$ cat config.mk
export PLATFORM = sky130hd
export DESIGN_NAME = rggen_wait_state_register
export DESIGN_NICKNAME = d
export VERILOG_FILES = /design/src/rtl/rggen_wait_state_register.sv
export SDC_FILE = /design/constraint.sdc
export NUM_CORES = 1
export LEC_CHECK = 0
export BUFFER_PORTS_ARGS = -buffer_cell sky130_fd_sc_hd__buf_2
export CAP_MARGIN = 20
export CORE_AREA = 2 2 109 111
export DETAILED_ROUTE_END_ITERATION = 12
export DIE_AREA = 0 0 111 113
export GPL_TIMING_DRIVEN = 0
export PLACE_DENSITY = 0.66
export SLEW_MARGIN = 20
export SYNTH_ARGS = -nofsm -noshare
export SYNTH_HDL_FRONTEND = slang
export SYNTH_SLANG_ARGS = --single-unit
$ cat constraint.sdc
create_clock -name clk -period 1.56 [get_ports clk]
set_input_delay 0.078 -clock clk [delete_from_list [all_inputs] [get_ports clk]]
set_output_delay 0.078 -clock clk [all_outputs]
set_load 0.01 [all_outputs]
$ cat src/rtl/rggen_wait_state_register.sv
// rggen_wait_state_register
// Multi-word register wrapper with programmable wait states between bus
// acceptance and completion. Decodes a WORDS-word window, steers the write
// mask into the addressed lane and issues one-cycle strobes to the bit fields.
// Optional feature macro: RGGEN_REGISTER_ERROR_RESPONSE_EN
//   defined   -> illegal accesses (read of a non-readable / write of a
//                non-writable register) answer RGGEN_SLAVE_ERROR
//   undefined -> illegal accesses answer RGGEN_OKAY (strobes still suppressed)
module rggen_wait_state_register #(
    parameter int                       ADDRESS_WIDTH = 16,
    parameter logic [ADDRESS_WIDTH-1:0] START_ADDRESS = '0,
    parameter int                       WORDS         = 1,
    parameter int                       DATA_WIDTH    = 32,
    parameter int                       WAIT_CYCLES   = 0,
    parameter bit                       READABLE      = 1'b1,
    parameter bit                       WRITABLE      = 1'b1
)(
    input  logic                             clk,
    input  logic                             rst,
    input  logic                             request,
    input  logic [ADDRESS_WIDTH-1:0]         address,
    input  logic                             direction,
    input  logic [DATA_WIDTH-1:0]            write_data,
    input  logic [DATA_WIDTH-1:0]            write_mask,
    output logic                             select,
    output logic                             ready,
    output logic [1:0]                       status,
    output logic [DATA_WIDTH-1:0]            read_data,
    output logic [WORDS*DATA_WIDTH-1:0]      value,
    output logic                             bf_write_access,
    output logic                             bf_read_access,
    output logic [WORDS*DATA_WIDTH-1:0]      bf_write_data,
    output logic [WORDS*DATA_WIDTH-1:0]      bf_write_mask,
    input  logic [WORDS*DATA_WIDTH-1:0]      bf_read_data,
    input  logic [WORDS*DATA_WIDTH-1:0]      bf_value
);

    localparam int BYTES = DATA_WIDTH / 8;
    localparam int LSB   = $clog2(BYTES);
    localparam int IW    = (WORDS > 1) ? $clog2(WORDS) : 1;
    localparam int AW1   = ADDRESS_WIDTH + 1;

    // Compare in one extra bit so a window ending at the top of the address
    // space does not wrap.
    localparam logic [ADDRESS_WIDTH-1:0] LP_LOW_MASK = ADDRESS_WIDTH'((1 << LSB) - 1);
    localparam logic [AW1-1:0]           LP_LO       = {1'b0, START_ADDRESS};
    localparam logic [AW1-1:0]           LP_HI       = LP_LO + AW1'(WORDS * BYTES);

    localparam logic [1:0] ST_IDLE   = 2'd0;
    localparam logic [1:0] ST_WAIT   = 2'd1;
    localparam logic [1:0] ST_ACCESS = 2'd2;

    localparam logic [7:0] LP_CNT_INIT = (WAIT_CYCLES > 0) ? 8'(WAIT_CYCLES - 1) : 8'd0;

    localparam logic [1:0] RGGEN_OKAY  = 2'b00;
    localparam logic       RGGEN_WRITE = 1'b1;
`ifdef RGGEN_REGISTER_ERROR_RESPONSE_EN
    localparam logic [1:0] RGGEN_SLAVE_ERROR = 2'b10;
    localparam logic [1:0] LP_ILLEGAL_STATUS = RGGEN_SLAVE_ERROR;
`else
    localparam logic [1:0] LP_ILLEGAL_STATUS = RGGEN_OKAY;
`endif

    logic [1:0]            r_state;
    logic [7:0]            r_cnt;
    logic [IW-1:0]         r_idx;
    logic                  r_dir;
    logic [DATA_WIDTH-1:0] r_wdata;
    logic [DATA_WIDTH-1:0] r_wmask;

    logic [AW1-1:0]        w_aligned;
    logic                  w_hit;
    logic [IW-1:0]         w_idx;
    logic                  w_access;
    logic                  w_legal;

    // Address decode: byte-lane bits are dropped before the window compare
    assign w_aligned = {1'b0, address & ~LP_LOW_MASK};
    assign w_hit     = (w_aligned >= LP_LO) && (w_aligned < LP_HI);
    assign select    = w_hit;

    if (WORDS == 1) begin : g_single_word
        assign w_idx = '0;
    end else begin : g_multi_word
        assign w_idx = IW'((w_aligned - LP_LO) >> LSB);
    end

    // Control FSM: capture request, count wait states, complete for one cycle
    always_ff @(posedge clk) begin
        if (rst) begin
            r_state <= ST_IDLE;
            r_cnt   <= 8'd0;
            r_idx   <= '0;
            r_dir   <= 1'b0;
            r_wdata <= '0;
            r_wmask <= '0;
        end else begin
            case (r_state)
                ST_IDLE: begin
                    if (request && w_hit) begin
                        r_idx   <= w_idx;
                        r_dir   <= direction;
                        r_wdata <= write_data;
                        r_wmask <= write_mask;
                        if (WAIT_CYCLES > 0) begin
                            r_state <= ST_WAIT;
                            r_cnt   <= LP_CNT_INIT;
                        end else begin
                            r_state <= ST_ACCESS;
                        end
                    end
                end
                ST_WAIT: begin
                    // A withdrawn request aborts silently: no strobe, no ready
                    if (!request) begin
                        r_state <= ST_IDLE;
                        r_cnt   <= 8'd0;
                    end else if (r_cnt == 8'd0) begin
                        r_state <= ST_ACCESS;
                    end else begin
                        r_cnt <= r_cnt - 8'd1;
                    end
                end
                ST_ACCESS: begin
                    r_state <= ST_IDLE;
                end
                default: begin
                    r_state <= ST_IDLE;
                    r_cnt   <= 8'd0;
                end
            endcase
        end
    end

    assign w_access = (r_state == ST_ACCESS);
    assign w_legal  = (r_dir == RGGEN_WRITE) ? WRITABLE : READABLE;

    assign ready           = w_access;
    assign bf_write_access = w_access && (r_dir == RGGEN_WRITE) && WRITABLE;
    assign bf_read_access  = w_access && (r_dir != RGGEN_WRITE) && READABLE;
    assign status          = (w_access && !w_legal) ? LP_ILLEGAL_STATUS : RGGEN_OKAY;
    assign read_data       = bf_read_access ? bf_read_data[r_idx*DATA_WIDTH +: DATA_WIDTH] : '0;

    assign value         = bf_value;
    assign bf_write_data = {WORDS{r_wdata}};

    // Write mask lives only in the captured lane so other words are untouched
    for (genvar k = 0; k < WORDS; k++) begin : g_lane
        assign bf_write_mask[k*DATA_WIDTH +: DATA_WIDTH] = (r_idx == IW'(k)) ? r_wmask : '0;
    end

endmodule

Word-level counts from Yosys, hierarchy flattened
Index checks and enable logic that the tools add are counted.
{"block": "op_classes", "n_addsub": 1, "mul": 0, "n_div": 0, "order_cmp": 2, "n_eq_ne": 5, "n_shift": 0, "muxes": 8, "bitwise_logic": 2, "reduce_logical": 10}
{"op": "$mux W32", "count": 1}
{"op": "$ge A16 B1 Y1 const B", "count": 1}
{"op": "$lt A16 B3 Y1 const B", "count": 1}
{"op": "$mux W8", "count": 2}
{"op": "$pmux W8 S2", "count": 1}
{"op": "$logic_not A8 Y1", "count": 1}
{"op": "$sub A8 B1 Y8 const B", "count": 1}
{"op": "$mux W2", "count": 3}
{"op": "$ne A3 B3 Y1 const B", "count": 2}
{"op": "$reduce_and A2 Y1", "count": 3}
{"op": "$logic_and A1 B1 Y1", "count": 4}
{"op": "$pmux W2 S2", "count": 1}
{"op": "$eq A2 B1 Y1 const B", "count": 1}
{"op": "$eq A2 B2 Y1 const B", "count": 1}
{"op": "$logic_not A2 Y1", "count": 1}
{"op": "$ne A2 B2 Y1 const B", "count": 1}
{"op": "$not A1 Y1", "count": 2}
{"op": "$reduce_or A2 Y1", "count": 1}
{"block": "word_totals", "ff_bits": 75, "latchBits": 0, "mem_bits_rw": 0, "rom_bits": 0, "in_bits": 148, "output_inout_bits": 134, "word_cells": 33, "mem_count": 0}

Logic depth before layout (Yosys ltp)
Gate-level depths: netlist of the first run.
{"block": "logic_depth", "ltp_word": 5, "ltp_mapped": 6, "mapped_depth_nobuf": 3}

Worst setup path after synthesis of the first run
OpenSTA, ideal clock, no wires.
{"block": "synth_timing", "path_type": "register to register", "start": "register r_state[1]", "end": "register r_wdata[0] (netlist: bf_write_data[0])", "setup_time_ns": 0.072, "t_arrival_ns": 1.345, "t_required_ns": 1.488, "setup_slack_ns": 0.144, "path_stages_with_launch": 7, "path_buffers": 3, "synth_period_minus_slack_ns": 1.416, "path_cell_list": "dfxtp_1 nor4b_1 and4_1 buf_4 buf_12 buf_12 mux2i_1"}
{"block": "synth_between", "elab_chain_len": 2}
{"item": "from (decl)", "line_no": "64", "source": "logic [1:0] r_state;"}
{"item": "from (signal assigned)", "line_no": "91", "source": "r_state <= ST_IDLE;"}
{"item": "from (signal assigned)", "line_no": "106", "source": "r_state <= ST_WAIT;"}
{"item": "from (signal assigned)", "line_no": "109", "source": "r_state <= ST_ACCESS;"}
{"item": "$logic_not A2 Y1", "line_no": "98", "source": "case (r_state)"}
{"item": "$reduce_and A2 Y1 (no source line)"}
{"item": "to (signal assigned)", "line_no": "103", "source": "r_wdata <= write_data;"}
{"item": "to (decl)", "line_no": "68", "source": "logic [DATA_WIDTH-1:0] r_wdata;"}
Every way passes these cells.
A chain may end at the register's enable or synchronous reset.

Final worst setup path of the first run
{"block": "layout_timing", "start": "register r_state[1]", "end": "register r_wdata[5] (netlist: bf_write_data[5])"}
Same word-level chain as after synthesis.

==> flow_summary.yaml, run 1 <==
finish:
  final_util: 0.482
  fin_nets: 776
  fin_cells: 775
  insertedDiodeCount: 0
  drive_gt1_frac: 0.497
  fillers: 1112
  final_area_sq_mm: 0.00544
  synthToLayoutAreaGrowth_pct: 55.4
setup_path:
  critPathMaxFanout: 5
  crit_required_ps: 1810
  path_cells: "nor4b_2 > and4_1 > buf_6 > buf_12 > clkbuf_16 > mux2i_1"
  cp_slowest_cell: "dfxtp_4"
  end_kind: "flop"
  start_kind: "flop"
  crit_family: "simple AND/OR/NAND/NOR gates"
  cp.arrival_ps: 1760
  critPathBufInv: 3
  path_class: "flop to flop"
  worst_path_largest_cell_delay_ps: 360
yosys:
  synth.yosys.warnings: 0
  synthTopCellsByArea: "dfxtp_1 38%, nand2b_1 23%, mux2i_1 19%"
  yosys_most_used_dff: "dfxtp_1"
  yosys.area.top_type_share: 0.378
  ys_ff_latch: 66
  synthArstFlopShare: 0
  synth_common_cells: "130 x nand2b_1, 66 x dfxtp_1, 65 x mux2i_1"
  yosysMostFrequentCell: "nand2b_1"
  synthesis.area_sq_mm: 0.00350
  avgSynthCellArea_sq_um: 9.64
  synth-edff-count: 0
  ys_seq_area_frac: 0.378
  synth_top_area_cell: "dfxtp_1"
  synth.distinct_cells: 13
  synth_cells: 363
timing:
  rsz0062_at_grt: "true"
  max_freq_mhz: 664
  setup_viol: 0
  period_needed_ps: 1510
  tns_ps: 0
  period_share: 0.966
  slew_violations: 0
  fin_worst_skew_ps: 3.96
  hold_viol_final: 0
cts:
  clock-sinks: 66
  cts_tree: "yes"
  cts_made_buffers: 9
  htreeDepth: 3
  root_buffer: "clkbuf_16"
  clock_latency_ps: 330
  clk_pin_slew_worst_paths_ps: 50
  clk_path_buf_depth: 2
power:
  power_mw: 4.29
  ir_worst_vdd_mv: 0.505
  p_leak_nw: 2.64
  powerDensity_mw_per_mm2: 790
floorplanning:
  die_area_sq_mm: 0.0125
  rows: 39
  start_util: 0.310
  core_area_sq_mm: 0.0113
  die_w_microns: 111
  die_h_microns: 113
  io_pins: 282
grt:
  grt_pass1_vias: 3456
  grt_overflow_total: 0
  grt_max_degree: 11
  grt_first_pass_wirelength_mm: 17.6
  grt_use_met3: 0.0578
  use_met1: 0.195
  antenna_found_initial: 0
  grt_usage: 0.175
  use_met2: 0.316
  grt_busiest_layer: "met2"
run:
  maxCapViolCount: 0
routing:
  firstDrtPassIters: 4
  vias: 3356
  drtIter0Drc: 62
  viasPerCell: 4.33
  wl_per_cell_microns: 14.8
  ant_nets: 0
  route.detailed.drc: 0
  wirelength_mm: 11.5
placed_design:
  io_buffers: 244
  gp_congestion: 0.872
  dp_hpwl_mm: 8.95
  place_area_sq_mm: 0.00490
  dp_cells: 751
worst_hold_path:
  hold_class: "primary input to flop"
outcome:
  status: "completed"
-- per-layer routing --
metal  vias up  part of all wire
li1       1648                 -
met1      1550              0.40
met2       145              0.51
met3        13             0.078
met4         0             0.018
met5         -                 0
-- cells by family (layout without fill, tap and decap cells) --
family	Yosys count	count (layout)	share of synthesized area
buffers and inverters	59	327	0.126
flip-flops	66	66	0.378
AND/OR/NAND/NOR	172	172	0.309
other	1	2	0.00107
multiplexers	65	65	0.186
-- tightest hold or removal path: cells and delay by family --
family | cells | cell delay [ps]
buf+inv | 1 | 90
mux | 1 | 60
simple gates | 1 | 50
-- worst paths after layout --
check,startpoint,to,slack [ps],cells after the start
worst max-delay path,r_state[1]$_SDFFE_PP0P_,bf_write_data[5]$_SDFFE_PP0P_,50,6
worst max register to register,r_state[1]$_SDFFE_PP0P_,bf_write_data[5]$_SDFFE_PP0P_,50,6
worst min register to register,r_wmask[18]$_SDFFE_PP0P_,r_wmask[18]$_SDFFE_PP0P_,470,2
worst min-delay path,write_mask[15],r_wmask[15]$_SDFFE_PP0P_,8,3
-- metrics by stage --
stage	hold WS [ps]	worst slack, ps
CTS	3.28	-25.0
floorplan	233	144
finish	7.95	53.3
global placement	341	-60.6
global route	4.67	-51.2
detailed placement	341	-162
-- sequential cells by signal, indices dropped and copies added, names as in the netlist --
signal,count
r_state,1
r_dir,1
r_wmask,32
bf_write_data,32
-- cells in the final DEF, fill, tap and decap left out, drive strengths merged --
cell / count
conb: 2
mux2i: 65
bufinv: 2
nor4b: 1
clkbuf: 34
nor2: 1
buf: 289
and4: 2
dlygate4sd3: 1
dfxtp: 66
nand2b: 130
nor2b: 2
nor4: 3
and2: 33
bufbuf: 1
-- report_power, final --
| part | total [mW] | internal [mW] | switching (mW) |
|---|---|---|---|
| clock network | 2.19 | 1.48 | 0.714 |
| logic | 0.417 | 0.258 | 0.158 |
| registers | 1.68 | 1.68 | 0.0000270 |
-- area by class of cell --
type,instances,area [sq um],area share
Buffer,59,452,0.0831
Clock buffer,13,260,0.0479
Clock inverter,2,60.1,0.0110
Multi-Input combinational cell,239,1760,0.323
Sequential cell,66,1330,0.244
Tap cell,143,179,0.0329
Timing Repair Buffer,253,1400,0.258
-- repair_timing --
item,CTS,global route
gates resized for setup,9,3
setup endpoints to repair,90,84
setup buffers,1,1
cloned,1,5
hold endpoints to repair,0,1
pin swaps,0,1
hold buffers,0,1
Power figures use the tool's default switching activity.
==> run 2: changes to the inputs <==
--- a/config.mk
+++ b/config.mk
@@ -5,13 +5,14 @@
 export SDC_FILE = /design/constraint.sdc
 export NUM_CORES = 1
 export LEC_CHECK = 0
+export ABC_AREA = 1
 export BUFFER_PORTS_ARGS = -buffer_cell sky130_fd_sc_hd__buf_2
 export CAP_MARGIN = 20
-export CORE_AREA = 2 2 109 111
+export CORE_AREA = 2 2 110 112
 export DETAILED_ROUTE_END_ITERATION = 12
-export DIE_AREA = 0 0 111 113
+export DIE_AREA = 0 0 112 114
 export GPL_TIMING_DRIVEN = 0
-export PLACE_DENSITY = 0.66
+export PLACE_DENSITY = 0.69
 export SLEW_MARGIN = 20
 export SYNTH_ARGS = -nofsm -noshare
 export SYNTH_HDL_FRONTEND = slang
==> run 2 against run 1 <==
- flip-flop and latch count is the same
- synthesized area grew 14%
- fmax up 4.0%
- routed wire length down 3.3%
- count of clock-buffer cells in the layout unchanged
- largest power group unchanged
==> flow_summary.yaml, run 2 <==
outcome:
  status: "completed"
timing:
  hold_slack_ps: 79.1
  period_needed_ps: 1450
  slew_headroom: 0.648
  max_freq_mhz: 690
  period_share: 0.928
  setup_viol: 0
  worst_pin_slew_ps: 529
  fin_worst_skew_ps: 2.33
  rsz0062_at_grt: "true"
  hold_viol_final: 0
  slew_violations: 0
floorplanning:
  io_pins: 282
  die_area_sq_mm: 0.0128
  start_util: 0.340
  core_area_sq_mm: 0.0117
  die_w_microns: 112
  rows: 40
  die_h_microns: 114
grt:
  grt_pass1_vias: 3862
  antenna_found_initial: 0
  grt_overflow_total: 0
  grt_max_degree: 11
  grt_first_pass_wirelength_mm: 17.5
  grt_usage: 0.169
power:
  p_leak_nw: 3.68
  powerDensity_mw_per_mm2: 734
  ir_worst_vdd_mv: 0.572
  clkPwrFrac: 0.492
  switching_share: 0.220
  power_mw: 4.20
  p_seq_frac: 0.401
  power_frac_comb: 0.107
  internal_power_mw: 3.28
  power.switching_mw: 0.925
setup_path:
  crit_family: "flip-flops"
  start_kind: "flop"
  critPathMaxFanout: 10
  cp_slowest_cell: "dfxtp_1"
  r2r_slack_ps: 120
  path_cells: "nand2_1 > buf_2 > nor2_1 > buf_2"
  end_kind: "primary output"
  path_common_cell: "buf_2"
  cp.arrival_ps: 1370
  crit_required_ps: 1480
  path_class: "flop to primary output"
  critPathBufInv: 2
  worst_path_largest_cell_delay_ps: 400
yosys:
  avgSynthCellArea_sq_um: 5.86
  synth_common_cells: "231 x inv_1, 135 x nand2_1, 106 x nor2_1"
  synth_cells: 680
  synth.yosys.warnings: 0
  synthArstFlopShare: 0
  synth_top_area_cell: "dfxtp_1"
  yosysMostFrequentCell: "inv_1"
  ys_ff_latch: 66
  synth-edff-count: 0
  yosys.area.top_type_share: 0.331
  ys_seq_area_frac: 0.331
  synth.distinct_cells: 15
  synthTopCellsByArea: "dfxtp_1 33%, inv_1 22%, nand2_1 13%"
  yosys_most_used_dff: "dfxtp_1"
  synthesis.area_sq_mm: 0.00399
placed_design:
  io_buffers: 245
  dp_hpwl_mm: 8.62
  gp_congestion: 0.831
cts:
  htreeDepth: 3
  clk_path_buf_depth: 2
  cts_tree: "yes"
  cts_made_buffers: 9
  clk_pin_slew_worst_paths_ps: 50
  clock-sinks: 66
  clock_latency_ps: 320
  root_buffer: "clkbuf_16"
  postCtsSetupRepairBufs: 0
routing:
  wl_per_cell_microns: 10.2
  vias: 4311
  drtIter0Drc: 221
  viasPerCell: 3.96
  route.detailed.drc: 0
  ant_nets: 0
  firstDrtPassIters: 4
  wirelength_mm: 11.1
finish:
  final_util: 0.489
  synthToLayoutAreaGrowth_pct: 43.7
  fin_nets: 1086
  drive_gt1_frac: 0.341
  final_cell_mix: "264 x buf_2, 231 x inv_1, 135 x nand2_1, 106 x nor2_1, 66 x dfxtp_1"
  final_common_cell: "buf_2"
  insertedDiodeCount: 0
worst_hold_path:
  hold_class: "primary input to flop"
run:
  maxCapViolCount: 0
## run 2: cell count changes after synthesis, sizes merged, moves of 4 or more
cell,delta
buf,+17
nand4,+65
nand2,+135
clkbuf,-4
inv,+231
nor2,+106
nand2b,-130
and2,-33
mux2i,-65
## run 2: cells by family after synthesis
logic type	synth area share
AND/OR/NAND/NOR	0.336
flip-flops	0.331
buffers and inverters	0.331
other	0.000941
## run 2: timing repair
| item | 4_1_cts | 5_1_grt |
|---|---|---|
| endpoints found under the hold margin | 1 | 0 |
| gates cloned | 0 | 0 |
| setup endpoints to repair | 63 | 59 |
| gates resized for setup | 9 | 3 |
| hold buffers | 1 | 0 |
## run 2: worst reg2reg max path, stage by stage (launching register included)
cell,delay (ps)
dfxtp_1,350
nor2_1,250
buf_4,250
buf_2,230
nand4_1,120
nand2_1,90
nor2_1,40
## run 2: power groups by stage
stage / Sequential (mW) / Clock, mW / Combinational [mW]
after floorplan: 1.72 / 0 / 0.230
after global placement: 1.72 / 0 / 0.442
after detailed placement: 1.72 / 0 / 0.444
after CTS: 1.69 / 2.13 / 0.451
after global routing: 1.69 / 2.21 / 0.505
final: 1.69 / 2.07 / 0.448
## run 2: path summary, 6_finish.rpt
kind | startpoint | endpoint | cells after the start
min reg2reg | bf_write_data[0]$_SDFFE_PP0P_ | bf_write_data[0]$_SDFFE_PP0P_ | 4
max reg2reg | r_state[1]$_SDFFE_PP0P_ | r_wmask[16]$_SDFFE_PP0P_ | 6
min | write_data[6] | bf_write_data[6]$_SDFFE_PP0P_ | 5
max | r_state[1]$_SDFFE_PP0P_ | read_data[25] | 4
## run 2: area by class of cell
cell class	count	area, sq um
Fill cell	1265	5980
Multi-Input combinational cell	312	1350
Sequential cell	66	1320
Timing Repair Buffer	246	1240
Inverter	231	867
Buffer	72	467
Clock buffer	13	270
Tap cell	147	184
Clock inverter	2	35.0
## run 2: through the flow
step	instance area, sq um	setup slack (ps)	std cells	setup TNS (ps)
2_1_floorplan	3990	239	681	0
3_3_place_gp	5400	-133	1073	-5670
3_5_place_dp	5400	-148	1073	-5890
4_1_cts	5730	43.1	1089	0
5_1_grt	5730	-43.4	1089	-729
6_report	5730	112	1089	0
## run 2: per-layer routing
metal / wire length (microns) / GRT usage
met3: 765 / 0.0425
met1: 5180 / 0.221
met2: 5020 / 0.278
met4: 163 / 0.0455
met5: 0 / 0
==> run 3: changes to the inputs <==
--- a/config.mk
+++ b/config.mk
@@ -12,7 +12,7 @@
 export DETAILED_ROUTE_END_ITERATION = 12
 export DIE_AREA = 0 0 112 114
 export GPL_TIMING_DRIVEN = 0
-export PLACE_DENSITY = 0.69
+export PLACE_DENSITY = 0.78
 export SLEW_MARGIN = 20
 export SYNTH_ARGS = -nofsm -noshare
 export SYNTH_HDL_FRONTEND = slang
==> run 3 against run 2 <==
- final cell count about the same
- critical path type unchanged
- critical endpoint unchanged
- combinational power about the same
- fmax up 0.42%
- global-route usage about the same
==> flow_summary.yaml, run 3 (same netlist as run 2, synthesis figures left out) <==
setup_path:
  cp_slowest_cell: "dfxtp_1"
  path_common_cell: "buf_2"
  cp.arrival_ps: 1360
  path_cells: "nand2_1 > buf_2 > nor2_1 > buf_2"
  worstReg2RegStart: "r_state[1]$_SDFFE_PP0P_"
  regToRegEndpoint: "bf_write_data[4]$_SDFFE_PP0P_"
  crit_path_start: "r_state[1]$_SDFFE_PP0P_"
  endpoint: "read_data[25]"
  end_kind: "primary output"
  r2r_slack_ps: 160
  path_class: "flop to primary output"
  crit_required_ps: 1480
  r2r_cells: 6
  critPathMaxFanout: 10
  start_kind: "flop"
  worst_path_largest_cell_delay_ps: 380
  crit_family: "flip-flops"
  critPathBufInv: 2
  critical_path_depth: 4
finish:
  final_common_cell: "buf_2"
  synthToLayoutAreaGrowth_pct: 44.0
  final_util: 0.490
  final_cell_mix: "264 x buf_2, 231 x inv_1, 135 x nand2_1, 106 x nor2_1, 66 x dfxtp_1"
  drive_gt1_frac: 0.341
  fin_nets: 1086
  insertedDiodeCount: 0
  multiInputGateArea_sq_mm: 0.00135
  final_area_sq_mm: 0.00574
  fillers: 1250
  ff_latch_area_sq_mm: 0.00132
timing:
  fin_worst_skew_ps: 7.89
  slew_headroom: 0.606
  worst_pin_slew_ps: 590
  slew_violations: 0
  setup_slack_ps: 118
  hold_viol_final: 0
  max_freq_mhz: 693
  period_share: 0.925
  setup_viol: 0
  rsz0062_at_grt: "true"
  period_needed_ps: 1440
placed_design:
  dp_hpwl_mm: 8.50
  post-place-ws_ps: -83.0
  io_buffers: 245
  place_area_sq_mm: 0.00540
  gp_congestion: 0.835
grt:
  antenna_found_initial: 0
  grt_pass1_vias: 4003
  grt_first_pass_wirelength_mm: 17.8
  grt_usage: 0.169
  grt_max_degree: 13
  grt_overflow_total: 0
cts:
  root_buffer: "clkbuf_16"
  clk_pin_slew_worst_paths_ps: 60
  htreeDepth: 3
  clk_path_buf_depth: 2
  clock_latency_ps: 320
  cts_tree: "yes"
  cts_made_buffers: 9
  clock-sinks: 66
  postCtsSetupRepairBufs: 0
floorplanning:
  core_area_sq_mm: 0.0117
  die_w_microns: 112
  rows: 40
  start_util: 0.340
  io_pins: 282
  die_area_sq_mm: 0.0128
  die_h_microns: 114
power:
  powerDensity_mw_per_mm2: 746
  ir_worst_vdd_mv: 0.587
  switching_share: 0.224
  power_mw: 4.28
  power_frac_comb: 0.104
  internal_power_mw: 3.32
  clkPwrFrac: 0.502
  p_leak_nw: 3.68
  power.switching_mw: 0.959
  p_seq_frac: 0.394
run:
  maxCapViolCount: 0
routing:
  wirelength_mm: 11.1
  wl_per_cell_microns: 10.2
  route.detailed.drc: 0
  drtIter0Drc: 241
  firstDrtPassIters: 4
  vias: 4389
  ant_nets: 0
  viasPerCell: 4.03
outcome:
  status: "completed"
worst_hold_path:
  hold_class: "primary input to flop"
==> run 3: changes by cell type in the layout (fill, tap and decap cells not counted), sizes merged <==
cell	change
clkinvlp	+2
bufinv	+1
clkbuf	-3
inv	+1
==> run 3: power groups by stage <==
stage | combinational [mW] | clock, mW | sequential (mW)
after floorplan | 0.230 | 0 | 1.72
after global placement | 0.441 | 0 | 1.72
after detailed placement | 0.444 | 0 | 1.72
after CTS | 0.449 | 2.22 | 1.69
after global routing | 0.504 | 2.29 | 1.68
final | 0.447 | 2.15 | 1.69
==> run 3: layer usage <==
| layer | GRT usage | vias up | wire length (microns) |
|---|---|---|---|
| met5 | 0 | - | 0 |
| met4 | 0.0602 | 0 | 191 |
| met3 | 0.0425 | 19 | 813 |
| met2 | 0.278 | 155 | 4910 |
| met1 | 0.216 | 1819 | 5180 |
| li1 | - | 2396 | - |
==> run 3: area by class of cell <==
type	count	area share
clock inverters	6	0.0155
plain buffers	72	0.0813
repair buffers	246	0.215
inverters	231	0.151
flip-flops and latches	66	0.230
clock buffers	10	0.0399
multi-input cells	312	0.235
well taps	147	0.0320
==> run 3: timing repair <==
action	CTS	global route
hold buffers	1	0
gates cloned	0	0
pin swaps	0	0
endpoints found under the hold margin	1	0
setup endpoints to repair	80	75
gates resized for setup	8	5
==> run 3: stage by stage <==
stage	instances	TNS (ps)	hold WS, ps
floorplan	681	0	150
global placement	1073	-2540	256
detailed placement	1073	-2940	256
CTS	1090	0	68.9
global route	1090	-17.3	88.6
finish	1090	0	80.6
==> run 3: tightest hold or removal path, cell delays in order <==
cell and delay (ps):
buf_2 70, inv_1 30, nand4_1 70, nand2_1 50
nor2_1 70
==> run 3: how the worst min path moves through the flow <==
stage | slack [ps] | start | depth (start not counted) | endpoint
6_report | 80 | write_mask[29] | 5 | r_wmask[29]$_SDFFE_PP0P_
5_1_grt | 90 | write_mask[28] | 5 | r_wmask[28]$_SDFFE_PP0P_
4_1_cts | 70 | write_mask[29] | 5 | r_wmask[29]$_SDFFE_PP0P_
3_5_place_dp | 260 | rst | 2 | r_state[1]$_SDFFE_PP0P_
3_3_place_gp | 260 | rst | 2 | r_state[1]$_SDFFE_PP0P_
2_1_floorplan | 150 | rst | 1 | r_state[1]$_SDFFE_PP0P_
